===== src/rtl/seq_multiplier.sv =====
// seq_multiplier: radix-2 shift-add multiplier, one partial product per cycle.
// Operands enter through an in_valid/in_ready handshake, the 2*WIDTH-bit product
// leaves through out_valid/out_ready. A transfer happens on a rising edge where
// valid && ready are both high; a producer holds its data stable until then.
// Optional macro: SEQ_MULT_SIGNED_EN adds the sgn input for two's-complement
// operands (magnitudes are multiplied, the product is negated at the z load).
module seq_multiplier #(
    parameter int WIDTH = 8
) (
    input  logic                 clk,
    input  logic                 rst_n,
    input  logic                 in_valid,
    output logic                 in_ready,
    input  logic [WIDTH-1:0]     a,
    input  logic [WIDTH-1:0]     b,
`ifdef SEQ_MULT_SIGNED_EN
    input  logic                 sgn,
`endif
    output logic                 out_valid,
    input  logic                 out_ready,
    output logic [2*WIDTH-1:0]   z,
    output logic                 busy,
    output logic [1:0]           dbg_state
);

    localparam int PW = 2 * WIDTH;
    localparam int CW = $clog2(WIDTH);

    typedef enum logic [1:0] {
        S_IDLE = 2'd0,
        S_BUSY = 2'd1,
        S_DONE = 2'd2
    } state_t;

    state_t          r_state;
    logic [PW-1:0]   r_mcand;
    logic [WIDTH-1:0] r_mplier;
    logic [PW-1:0]   r_acc;
    logic [CW-1:0]   r_count;
    logic [PW-1:0]   r_z;
    logic            r_in_ready;
    logic            r_out_valid;
    logic            r_busy;

    logic [WIDTH-1:0] w_a_mag;
    logic [WIDTH-1:0] w_b_mag;
    logic [PW-1:0]    w_addend;
    logic [PW-1:0]    w_acc_next;
    logic [PW-1:0]    w_z_next;
    logic             w_last;

`ifdef SEQ_MULT_SIGNED_EN
    logic r_neg;
    logic w_a_neg;
    logic w_b_neg;

    // Magnitudes of the operands; the most-negative value maps onto itself, which
    // is exactly 2^(WIDTH-1) when read back as unsigned.
    always_comb begin
        w_a_neg = sgn & a[WIDTH-1];
        w_b_neg = sgn & b[WIDTH-1];
        w_a_mag = w_a_neg ? (-a) : a;
        w_b_mag = w_b_neg ? (-b) : b;
        w_z_next = r_neg ? (-w_acc_next) : w_acc_next;
    end
`else
    // Unsigned only: operands and result pass straight through.
    always_comb begin
        w_a_mag  = a;
        w_b_mag  = b;
        w_z_next = w_acc_next;
    end
`endif

    // One shift-add step: add the shifted multiplicand when the current multiplier bit is set.
    always_comb begin
        w_addend   = r_mplier[0] ? r_mcand : '0;
        w_acc_next = r_acc + w_addend;
        w_last     = (r_count == CW'(WIDTH - 1));
    end

    // Control FSM and datapath registers; all outputs come straight from flops.
    always_ff @(posedge clk or negedge rst_n) begin
        if (!rst_n) begin
            r_state     <= S_IDLE;
            r_mcand     <= '0;
            r_mplier    <= '0;
            r_acc       <= '0;
            r_count     <= '0;
            r_z         <= '0;
            r_in_ready  <= 1'b1;
            r_out_valid <= 1'b0;
            r_busy      <= 1'b0;
`ifdef SEQ_MULT_SIGNED_EN
            r_neg       <= 1'b0;
`endif
        end else begin
            case (r_state)
                S_IDLE: begin
                    if (in_valid) begin
                        r_mcand    <= {{WIDTH{1'b0}}, w_a_mag};
                        r_mplier   <= w_b_mag;
                        r_acc      <= '0;
                        r_count    <= '0;
`ifdef SEQ_MULT_SIGNED_EN
                        r_neg      <= w_a_neg ^ w_b_neg;
`endif
                        r_in_ready <= 1'b0;
                        r_busy     <= 1'b1;
                        r_state    <= S_BUSY;
                    end
                end
                S_BUSY: begin
                    r_acc    <= w_acc_next;
                    r_mcand  <= {r_mcand[PW-2:0], 1'b0};
                    r_mplier <= {1'b0, r_mplier[WIDTH-1:1]};
                    r_count  <= r_count + 1'b1;
                    if (w_last) begin
                        r_z         <= w_z_next;
                        r_busy      <= 1'b0;
                        r_out_valid <= 1'b1;
                        r_state     <= S_DONE;
                    end
                end
                S_DONE: begin
                    // z is left untouched on handoff so the last product stays visible.
                    if (out_ready) begin
                        r_out_valid <= 1'b0;
                        r_in_ready  <= 1'b1;
                        r_state     <= S_IDLE;
                    end
                end
                default: begin
                    r_state     <= S_IDLE;
                    r_in_ready  <= 1'b1;
                    r_out_valid <= 1'b0;
                    r_busy      <= 1'b0;
                end
            endcase
        end
    end

    assign in_ready  = r_in_ready;
    assign out_valid = r_out_valid;
    assign busy      = r_busy;
    assign z         = r_z;
    assign dbg_state = r_state;

endmodule


===== config.mk =====
export PLATFORM = sky130hd
export DESIGN_NAME = seq_multiplier
export DESIGN_NICKNAME = d
export VERILOG_FILES = /design/src/rtl/seq_multiplier.sv
export SDC_FILE = /design/constraint.sdc
export NUM_CORES = 1
export LEC_CHECK = 0
export CAP_MARGIN = 5
export CORE_MARGIN = 4
export CORE_UTILIZATION = 30
export DETAILED_ROUTE_END_ITERATION = 10
export GPL_TIMING_DRIVEN = 0
export PLACE_DENSITY = 0.5
export SETUP_SLACK_MARGIN = 0.2
export SLEW_MARGIN = 20
export SYNTH_ARGS = -nofsm -noshare
export SYNTH_HDL_FRONTEND = slang
export SYNTH_SLANG_ARGS = --single-unit

===== constraint.sdc =====
create_clock -name clk -period 3.07 [get_ports clk]
set_input_delay 0.614 -clock clk [delete_from_list [all_inputs] [get_ports clk]]
set_output_delay 0.614 -clock clk [all_outputs]
set_load 0.05 [all_outputs]

==> results of run 1 <==
## timing repair
action / in CTS / in global routing
pin swaps: 0 / 3
endpoints found under the setup margin: 5 / 4
setup buffers: 0 / 5
cloned: 0 / 0
hold buffers: 0 / 0
resized for setup: 5 / 8
## state kept, by name (all words and copies together), names as in the netlist
signal and count:
busy 1, dbg_state 2, in_ready 1, out_valid 1, r_acc 16, r_count 3, r_mcand 16, r_mplier 8
z 16
## metrics by stage
stage	power, W	worst slack (ns)
floorplan	0.00268	0.447
global placement	0.00326	-0.959
detailed placement	0.00330	0.0110
CTS	0.00436	0.248
global route	0.00464	0.256
finish	0.00433	0.357
## final cells by class
class / count / share of cell area, %
timing repair buffer: 45 / 10.1
clock inverter: 7 / 1.62
multi-input combinational: 270 / 41.2
buffer: 19 / 1.68
tap: 143 / 4.00
clock buffer: 9 / 5.03
inverter: 6 / 0.503
sequential: 64 / 35.9
## metal layers
metal	track usage, %	wire length (um)	vias to the layer above
met5	0	0	-
met4	4.56	91	0
met3	2.59	280	11
met2	22.4	4210	50
met1	20.5	4630	1402
li1	-	-	1422
## layout by cell type, fill, tap and decap left out, drive strengths merged, types with 8 or more instances in the layout
master	synthesis	routed
dfrtp	63	63
and2	25	25
clkbuf	19	28
nand2	39	39
clkdlybuf4s50	0	38
a21oi	22	22
nor2	10	10
nor2b	9	9
o21ai	42	42
a31oi	8	8
xnor2	11	11
ha	17	17
a22o	15	15
## worst max path at each step
stage | end | slack [ns] | cells past startpoint
floorplan | z[12] | 0.45 | 10
global placement | out_valid | -0.96 | 1
detailed placement | z[12] | 0.01 | 10
CTS | z[12] | 0.25 | 10
global route | z[12] | 0.26 | 10
finish | z[12] | 0.36 | 10
## power breakdown
part           switching (W)  leakage [nW]  total [W]  internal (W)
combinational        0.00119         0.995    0.00192      0.000736
sequential          0.000223         0.830    0.00139       0.00117
clock               0.000392         0.141    0.00102      0.000628
## cell families (layout without fill, tap and decap cells)
| kind of cell | count (synthesis) | in the layout | share of synthesized area, % |
|---|---|---|---|
| AO/OA/AOI/OAI | 121 | 121 | 23.0 |
| XOR/XNOR | 14 | 14 | 3.50 |
| adder cells (fa/ha/maj) | 18 | 18 | 6.64 |
| buffers and inverters | 25 | 86 | 2.68 |
| flip-flops | 64 | 64 | 45.7 |
| multiplexers | 7 | 7 | 2.18 |
| AND/OR/NAND/NOR | 110 | 110 | 16.3 |
## Yosys cell counts (2+ instances only)
| library cell | count |
|---|---|
| a21o_1 | 5 |
| a21oi_1 | 22 |
| a221o_1 | 2 |
| a221oi_1 | 2 |
| a22o_1 | 15 |
| a22oi_1 | 6 |
| a31oi_1 | 8 |
| and2_1 | 25 |
| and3_1 | 3 |
| and4_1 | 2 |
| clkbuf_1 | 19 |
| dfrtp_1 | 63 |
| ha_1 | 17 |
| inv_1 | 6 |
| mux2_2 | 5 |
| mux2i_1 | 2 |
| nand2_1 | 39 |
| nand2b_1 | 5 |
| nand3_1 | 4 |
| nand4_1 | 2 |
| nor2_1 | 10 |
| nor2b_1 | 9 |
| nor3_1 | 3 |
| o21a_1 | 2 |
| o21ai_0 | 42 |
| o311ai_0 | 2 |
| o31ai_1 | 2 |
| or2_2 | 2 |
| or3_1 | 2 |
| xnor2_1 | 11 |
| xor2_1 | 3 |
## worst reg2reg max path: cells and delay by family, from the launching register on
family,cells,cell delay (ns)
simple gates,4,0.79
fa+ha+maj,2,0.60
buf+inv,1,0.19
compound gates,3,0.65
flops,1,0.42
==> flow_summary.json, run 1 <==
{
  "status": "completed",
  "antenna_cells": 0,
  "ant_nets": 0,
  "place_area_sq_um": 4100,
  "placed_cells": 542,
  "ff_latch_area_sq_um": 1600,
  "critPathLaunchType": "flop",
  "grt_usage_pct": 14.4,
  "rows": 39,
  "rsz0062_at_grt": "no",
  "ys_seq_area_share_pct": 45.7,
  "period_needed_ns": 2.71,
  "whs_ns": 0.191,
  "final_cells": 563,
  "die_h_um": 116,
  "die-area_sq_um": 13500,
  "tritoncts": "built",
  "grt_pass1_vias": 2927,
  "crit_buf_inv": 1,
  "tns_ns": 0,
  "ys_warn_count": 0,
  "final_cell_area_sq_um": 4470,
  "leakage_nw": 1.97,
  "cp_slowest_cell": "dfrtp_2",
  "syn-cell-area_sq_um": 3510,
  "synth_fp_nets": 397,
  "ios": 41,
  "critical_path_peak_fanout": 10,
  "drtIter0Drc": 82,
  "synth_area_leaders": "dfrtp_1 (45%), ha_1 (6.1%), o21ai_0 (6.0%)",
  "vias_per_cell": 5.12,
  "worst_ep_required_time_ns": 3.33,
  "end_kind": "flop",
  "setup-violations-final": 0,
  "slowest_delay_ns": 0.42,
  "syn2layout_area_growth_pct": 27.6,
  "syn_avg_cell_area_sq_um": 9.77,
  "start_util_pct": 30.7,
  "port-buffer-count": 39,
  "timing.fmax_mhz": 369,
  "synth-edff-count": 0,
  "drc": 0,
  "hold_viol_final": 0,
  "p_per_area_nw_per_um2": 968,
  "crit_type": "flop to flop",
  "multi_input_area_sq_um": 1840,
  "synth.distinct_cells": 50,
  "nets": 453,
  "fin_skew_ns": 0.00529,
  "clk_pin_slew_worst_paths_ns": 0.06,
  "drive_above_1_share_pct": 10.7,
  "grt_overflow_total": 0,
  "place_congestion": 0.802,
  "dr.pass1.iters": 4,
  "synth-seq-cells": 64,
  "rrSetupSlack_ns": 0.36,
  "via_count": 2885,
  "core_sq_um": 11400,
  "synth_top_area_share_pct": 45.0,
  "reg2reg_depth": 10,
  "fill_cells": 1169,
  "cts_buffers": 9,
  "yosysTopAreaCell": "dfrtp_1",
  "crit_top_cell": "and2_1",
  "cp.arrival_ns": 2.98,
  "final_util_pct": 39.2,
  "fp.dieW_um": 116,
  "min-delay-path-class": "input port to asynchronous set/reset pin",
  "wl_per_cell_um": 16.4,
  "antenna_found_initial": 0,
  "drv_cap": 0,
  "grt_max_degree": 42,
  "slew_viol_final": 0,
  "vdd_ir_drop_max_v": 0.000347,
  "critPathLaunch": "r_mplier[0]",
  "fin_crit_sh_pct": 88.4,
  "clock_sinks": 64,
  "crit_chain": "clkbuf_4, and2_1, ha_1, fa_2, a21oi_4, o311ai_1, and2_1, a221o_1, or3_1, nand3_1",
  "path_delay_family": "simple AND/OR/NAND/NOR gates",
  "place_hpwl_mm": 6.62,
  "slew-limit-headroom_pct": 38.0,
  "h-tree-depth": 3,
  "tightest_slew_ns": 0.928,
  "worstSkewPairLatency_ns": 0.33,
  "clock_path_buffers": 2,
  "root_buffer": "clkbuf_16",
  "synth_cells": 359,
  "totalWireLength_mm": 9.21,
  "grt_first_pass_wirelength_mm": 15.4,
  "r2r_start": "r_mplier[0]",
  "reg2reg_to": "z[12]",
  "synth_ff_type": "dfrtp_1",
  "ys_async_sr_fraction_pct": 100
}
No activity file was read; power rests on OpenSTA's default activity.
==> inputs of run 2 (changes only) <==
--- a/config.mk
+++ b/config.mk
@@ -7,10 +7,10 @@
 export LEC_CHECK = 0
 export CAP_MARGIN = 5
 export CORE_MARGIN = 4
-export CORE_UTILIZATION = 30
+export CORE_UTILIZATION = 51
 export DETAILED_ROUTE_END_ITERATION = 10
 export GPL_TIMING_DRIVEN = 0
-export PLACE_DENSITY = 0.5
+export PLACE_DENSITY = 0.76
 export SETUP_SLACK_MARGIN = 0.2
 export SLEW_MARGIN = 20
 export SYNTH_ARGS = -nofsm -noshare
==> run 2 against run 1 <==
Compared with the run above: fmax down 1.1%; clock-buffer cell count up 4; final cell count down 12%; setup slack worse by 0.030 ns; final area down 5.2%; wire length down 12%; critical path depth unchanged; first-iteration DRC count up 130%; power down 7.1%; flip-flop and latch count unchanged; combinational power down 2%; critical path type unchanged; register-to-register slack worse by 0.03 ns.
==> flow_summary.json, run 2 (same netlist as run 1, synthesis figures left out) <==
{
  "clk_pin_slew_worst_paths_ns": 0.07,
  "grt_overflow_total": 0,
  "slew_viol_final": 0,
  "drv_cap": 0,
  "rsz0062_at_grt": "no",
  "p_per_area_nw_per_um2": 949,
  "tritoncts": "built",
  "crit_type": "flop to flop",
  "port-buffer-count": 39,
  "clock_path_buffers": 2,
  "fin_skew_ns": 0.0145,
  "drive_above_1_share_pct": 8.17,
  "ant_nets": 0,
  "leakage_nw": 1.91,
  "fin_crit_sh_pct": 89.3,
  "die_h_um": 90.9,
  "grt_first_pass_wirelength_mm": 14.0,
  "setup-violations-final": 0,
  "critPathLaunchType": "flop",
  "tightest_slew_ns": 0.867,
  "crit_chain": "buf_2, and2_1, ha_1, fa_1, a21oi_2, o31ai_1, a221oi_1, or3b_1, mux2i_1, o311ai_0",
  "worstSkewPairLatency_ns": 0.34,
  "power_w": 0.00402,
  "hold_viol_final": 0,
  "path_delay_family": "compound AO/OA/AOI/OAI gates",
  "fill_cells": 545,
  "root_buffer": "clkbuf_8",
  "drtIter0Drc": 190,
  "core_sq_um": 6490,
  "layout_commonest_cell": "dfrtp_1",
  "dr.pass1.iters": 4,
  "grt_pass1_vias": 2854,
  "slowest_delay_ns": 0.42,
  "grt_usage_pct": 20.8,
  "slew-limit-headroom_pct": 42.1,
  "vias_per_cell": 5.86,
  "place_area_sq_um": 4020,
  "place_hpwl_mm": 5.91,
  "nets": 449,
  "antenna_cells": 0,
  "min-delay-path-class": "input port to asynchronous set/reset pin",
  "final_cell_area_sq_um": 4240,
  "start_util_pct": 54.0,
  "tns_ns": 0,
  "worst_ep_required_time_ns": 3.25,
  "cp_slowest_cell": "fa_1",
  "cp.arrival_ns": 2.92,
  "h-tree-depth": 3,
  "vdd_ir_drop_max_v": 0.000472,
  "totalWireLength_mm": 8.11,
  "syn2layout_area_growth_pct": 20.9,
  "drc": 0,
  "fp.dieW_um": 90.9,
  "wl_per_cell_um": 16.4,
  "final_util_pct": 65.3,
  "status": "completed",
  "place_congestion": 0.909,
  "critical_path_peak_fanout": 10,
  "period_needed_ns": 2.74,
  "grt_max_degree": 51,
  "die-area_sq_um": 8260,
  "antenna_found_initial": 0,
  "clock_sinks": 64,
  "layout_common_cells": "dfrtp_1 (62), o21ai_0 (42), nand2_1 (39), clkdlybuf4s50_1 (38), and2_1 (25)",
  "cts_buffers": 9,
  "ios": 41,
  "rows": 29,
  "timing.fmax_mhz": 365,
  "end_kind": "flop",
  "crit_buf_inv": 1,
  "via_count": 2887
}
run 2: cell types whose count changed in the layout (fill, tap and decap cells not counted), moves of 2 or more:
cell / previous run / this run
clkbuf_8: 0 / 12
clkbuf_16: 9 / 0
clkinv_4: 2 / 0
clkinvlp_4: 2 / 0
buf_4: 6 / 2
run 2: worst register-to-register path, cell delays in order (launching register included):
cell	delay, ns
dfrtp_2	0.40
buf_2	0.17
and2_1	0.15
ha_1	0.20
fa_1	0.42
a21oi_2	0.20
o31ai_1	0.12
a221oi_1	0.34
or3b_1	0.23
mux2i_1	0.20
o311ai_0	0.14
run 2: per-layer routing:
| metal | wire length [um] | global-route usage, % | share of wire (%) |
|---|---|---|---|
| met1 | 3700 | 28.7 | 46 |
| met2 | 3820 | 33.2 | 47 |
| met3 | 474 | 4.00 | 5.8 |
| met4 | 114 | 6.91 | 1.4 |
| met5 | 0 | 0 | 0 |
run 2: cell type report:
cell class,count,area (sq um),share of cell area (%)
multi-input combinational,270,1810,42.8
sequential,64,1600,37.8
timing repair buffer,41,423,9.97
clock buffer,13,169,3.98
tap,77,96.3,2.27
buffer,19,72.6,1.71
clock inverter,3,40.0,0.944
inverter,6,22.5,0.531
run 2: power by group:
group | internal [W] | switching, W
combinational | 0.000715 | 0.00117
clock | 0.000440 | 0.000323
sequential | 0.00116 | 0.000218
run 2: timing repair:
action / CTS / global route
cloned: 0 / 0
hold endpoints to repair: 0 / 0
setup endpoints to repair: 4 / 6
hold buffers: 0 / 0
pin swaps: 2 / 1
resized for setup: 3 / 1
setup buffers: 0 / 1
run 2: path summary, 6_finish.rpt:
| check | slack, ns | end | depth (start not counted) | startpoint |
|---|---|---|---|---|
| max in group asynchronous | 2.39 | in_ready | 2 | rst_n |
| max reg2reg | 0.33 | z[14] | 10 | r_mplier[0] |
| min reg2reg | 0.48 | z[10] | 2 | z[10] |
| min in group clk | 0.48 | z[10] | 2 | z[10] |
| max | 0.33 | z[14] | 10 | r_mplier[0] |
| min | 0.13 | z[6] | 1 | rst_n |
run 2: per-stage QoR:
| stage | worst slack, ns | instances | hold slack, ns |
|---|---|---|---|
| finish | 0.327 | 493 | 0.127 |
| global route | 0.229 | 493 | 0.138 |
| global placement | -0.716 | 475 | 0.460 |
| detailed placement | 0.0883 | 476 | 0.470 |
| CTS | 0.212 | 492 | 0.126 |
| floorplan | 0.447 | 359 | 0.318 |
==> inputs of run 3 (changes only) <==
--- a/config.mk
+++ b/config.mk
@@ -9,7 +9,6 @@
 export CORE_MARGIN = 4
 export CORE_UTILIZATION = 51
 export DETAILED_ROUTE_END_ITERATION = 10
-export GPL_TIMING_DRIVEN = 0
 export PLACE_DENSITY = 0.76
 export SETUP_SLACK_MARGIN = 0.2
 export SLEW_MARGIN = 20
==> run 3 against run 2 <==
Compared with the run above: die area is the same; sequential power is essentially flat; first-iteration DRC count shrank 30%; flip-flop and latch count is the same; power grew 0.81%; combinational power is essentially flat; critical path type unchanged; highest routed layer unchanged.
==> flow_summary.json, run 3 (same netlist as run 1, synthesis figures left out) <==
{
  "status": "completed",
  "fin_crit_sh_pct": 86.3,
  "vdd_ir_drop_max_v": 0.000533,
  "slew-limit-headroom_pct": 65.8,
  "fill_cells": 538,
  "grt_first_pass_wirelength_mm": 12.9,
  "cp_slowest_cell": "dfrtp_2",
  "start_util_pct": 54.0,
  "tightest_slew_ns": 0.512,
  "setup-violations-final": 0,
  "clk_pin_slew_worst_paths_ns": 0.08,
  "leakage_nw": 1.93,
  "grt_overflow_total": 0,
  "layout_common_cells": "dfrtp_1 (62), o21ai_0 (42), nand2_1 (39), clkdlybuf4s50_1 (39), and2_1 (25)",
  "r2r_start": "r_mplier[0]",
  "die_h_um": 90.9,
  "setup_ws_ns": 0.421,
  "die-area_sq_um": 8260,
  "totalWireLength_mm": 7.59,
  "p_per_area_nw_per_um2": 956,
  "drc": 0,
  "hold_viol_final": 0,
  "root_buffer": "clkbuf_8",
  "power_w": 0.00406,
  "rows": 29,
  "clock_path_buffers": 2,
  "clkPwrFrac_pct": 20.1,
  "ant_nets": 0,
  "tns_ns": 0,
  "crit_top_cell": "and2_1",
  "critPathLaunchType": "flop",
  "worstSkewPairLatency_ns": 0.35,
  "place_hpwl_mm": 5.38,
  "drive_above_1_share_pct": 10.8,
  "grt_max_degree": 37,
  "antenna_cells": 0,
  "h-tree-depth": 3,
  "antenna_found_initial": 0,
  "slowest_delay_ns": 0.50,
  "fp.dieW_um": 90.9,
  "crit_chain": "and2_1, ha_1, fa_1, a21oi_2, o311ai_1, and2_1, a221o_1, or3_1, nand3_1",
  "min-delay-path-class": "input port to asynchronous set/reset pin",
  "p_seq_share_pct": 34.3,
  "dr.pass1.iters": 4,
  "syn2layout_area_growth_pct": 21.1,
  "drv_cap": 0,
  "cts_buffers": 9,
  "critical_path_peak_fanout": 18,
  "place_worst_setup_slack_ns": 0.287,
  "core_sq_um": 6490,
  "ios": 41,
  "switchingPower_w": 0.00170,
  "place_congestion": 0.895,
  "end_kind": "flop",
  "crit_type": "flop to flop",
  "worst_ep_required_time_ns": 3.36,
  "via_count": 2821,
  "period_needed_ns": 2.65,
  "nets": 441,
  "critPathLaunch": "r_mplier[0]",
  "cts_setup_buffers": 0,
  "p_comb_share_pct": 45.6,
  "sw_frac_of_total_pct": 41.9,
  "slew_viol_final": 0,
  "p_int_w": 0.00236,
  "final_util_pct": 65.4,
  "grt_pass1_vias": 2684,
  "clock_sinks": 64,
  "placed_cells": 469,
  "wl_per_cell_um": 15.6,
  "vias_per_cell": 5.82,
  "layout_commonest_cell": "dfrtp_1",
  "rsz0062_at_grt": "no",
  "tritoncts": "built",
  "port-buffer-count": 40,
  "fin_skew_ns": 0.00655,
  "final_cells": 485,
  "cp.arrival_ns": 2.94,
  "drtIter0Drc": 133,
  "timing.fmax_mhz": 378,
  "grt_usage_pct": 19.1
}
run 3: cell types whose count changed in the layout (fill, tap and decap cells not counted), moves of 2 or more:
| cell | previous run | this run |
|---|---|---|
| clkbuf_8 | 12 | 9 |
| buf_4 | 2 | 12 |
| clkbuf_1 | 19 | 1 |
| clkinv_2 | 2 | 0 |
| clkinvlp_4 | 0 | 2 |
run 3: path summary, 6_finish.rpt:
check                           cells after the start       end  slack [ns]
worst max-delay path                                9     z[12]        0.42
worst min-delay path                                1      z[3]        0.22
worst max register to register                      9     z[12]        0.42
worst min register to register                      2      z[6]        0.48
max in group asynchronous                           2  in_ready        2.10
min in group clk                                    2      z[6]        0.48
run 3: cell type report:
cell class | count | area (sq um) | share of cell area (%)
multi-input cells | 270 | 1820 | 42.8
flip-flops and latches | 64 | 1600 | 37.8
repair buffers | 52 | 485 | 11.4
clock buffers | 10 | 128 | 3.01
well taps | 77 | 96.3 | 2.27
clock inverters | 6 | 92.6 | 2.18
inverters | 6 | 22.5 | 0.531
run 3: power groups by stage:
stage,Combinational [W],Sequential (W),Clock (W)
2_1_floorplan,0.00102,0.00166,0
3_3_place_gp,0.00181,0.00139,0
3_5_place_dp,0.00186,0.00140,0
4_1_cts,0.00186,0.00139,0.000832
5_1_grt,0.00203,0.00143,0.000868
6_report,0.00185,0.00139,0.000815
run 3: metrics by stage:
step	hold WS (ns)	cell area (sq um)
finish	0.225	4250
floorplan	0.318	3510
global route	0.274	4250
CTS	0.232	4240
detailed placement	0.469	4020
global placement	0.461	4020
run 3: critical path: cells and delay by family (launching register included):
family / cells / cell delay [ns]
simple gates: 4 / 0.81
flops: 1 / 0.50
fa+ha+maj: 2 / 0.62
compound gates: 3 / 0.66
run 3: repair_timing:
action                     CTS  global route
setup endpoints to repair    0             3
hold buffers                 0             0
resized for setup            0             2
run 3: layer usage:
layer	track usage (%)	part of all wire [%]	up-vias	wire, um
met2	30.7	47	61	3530
met5	0	0	-	0
met1	26.2	48	1362	3630
met3	2.75	4.0	8	305
met4	7.16	1.5	0	117
li1	-	-	1390	-
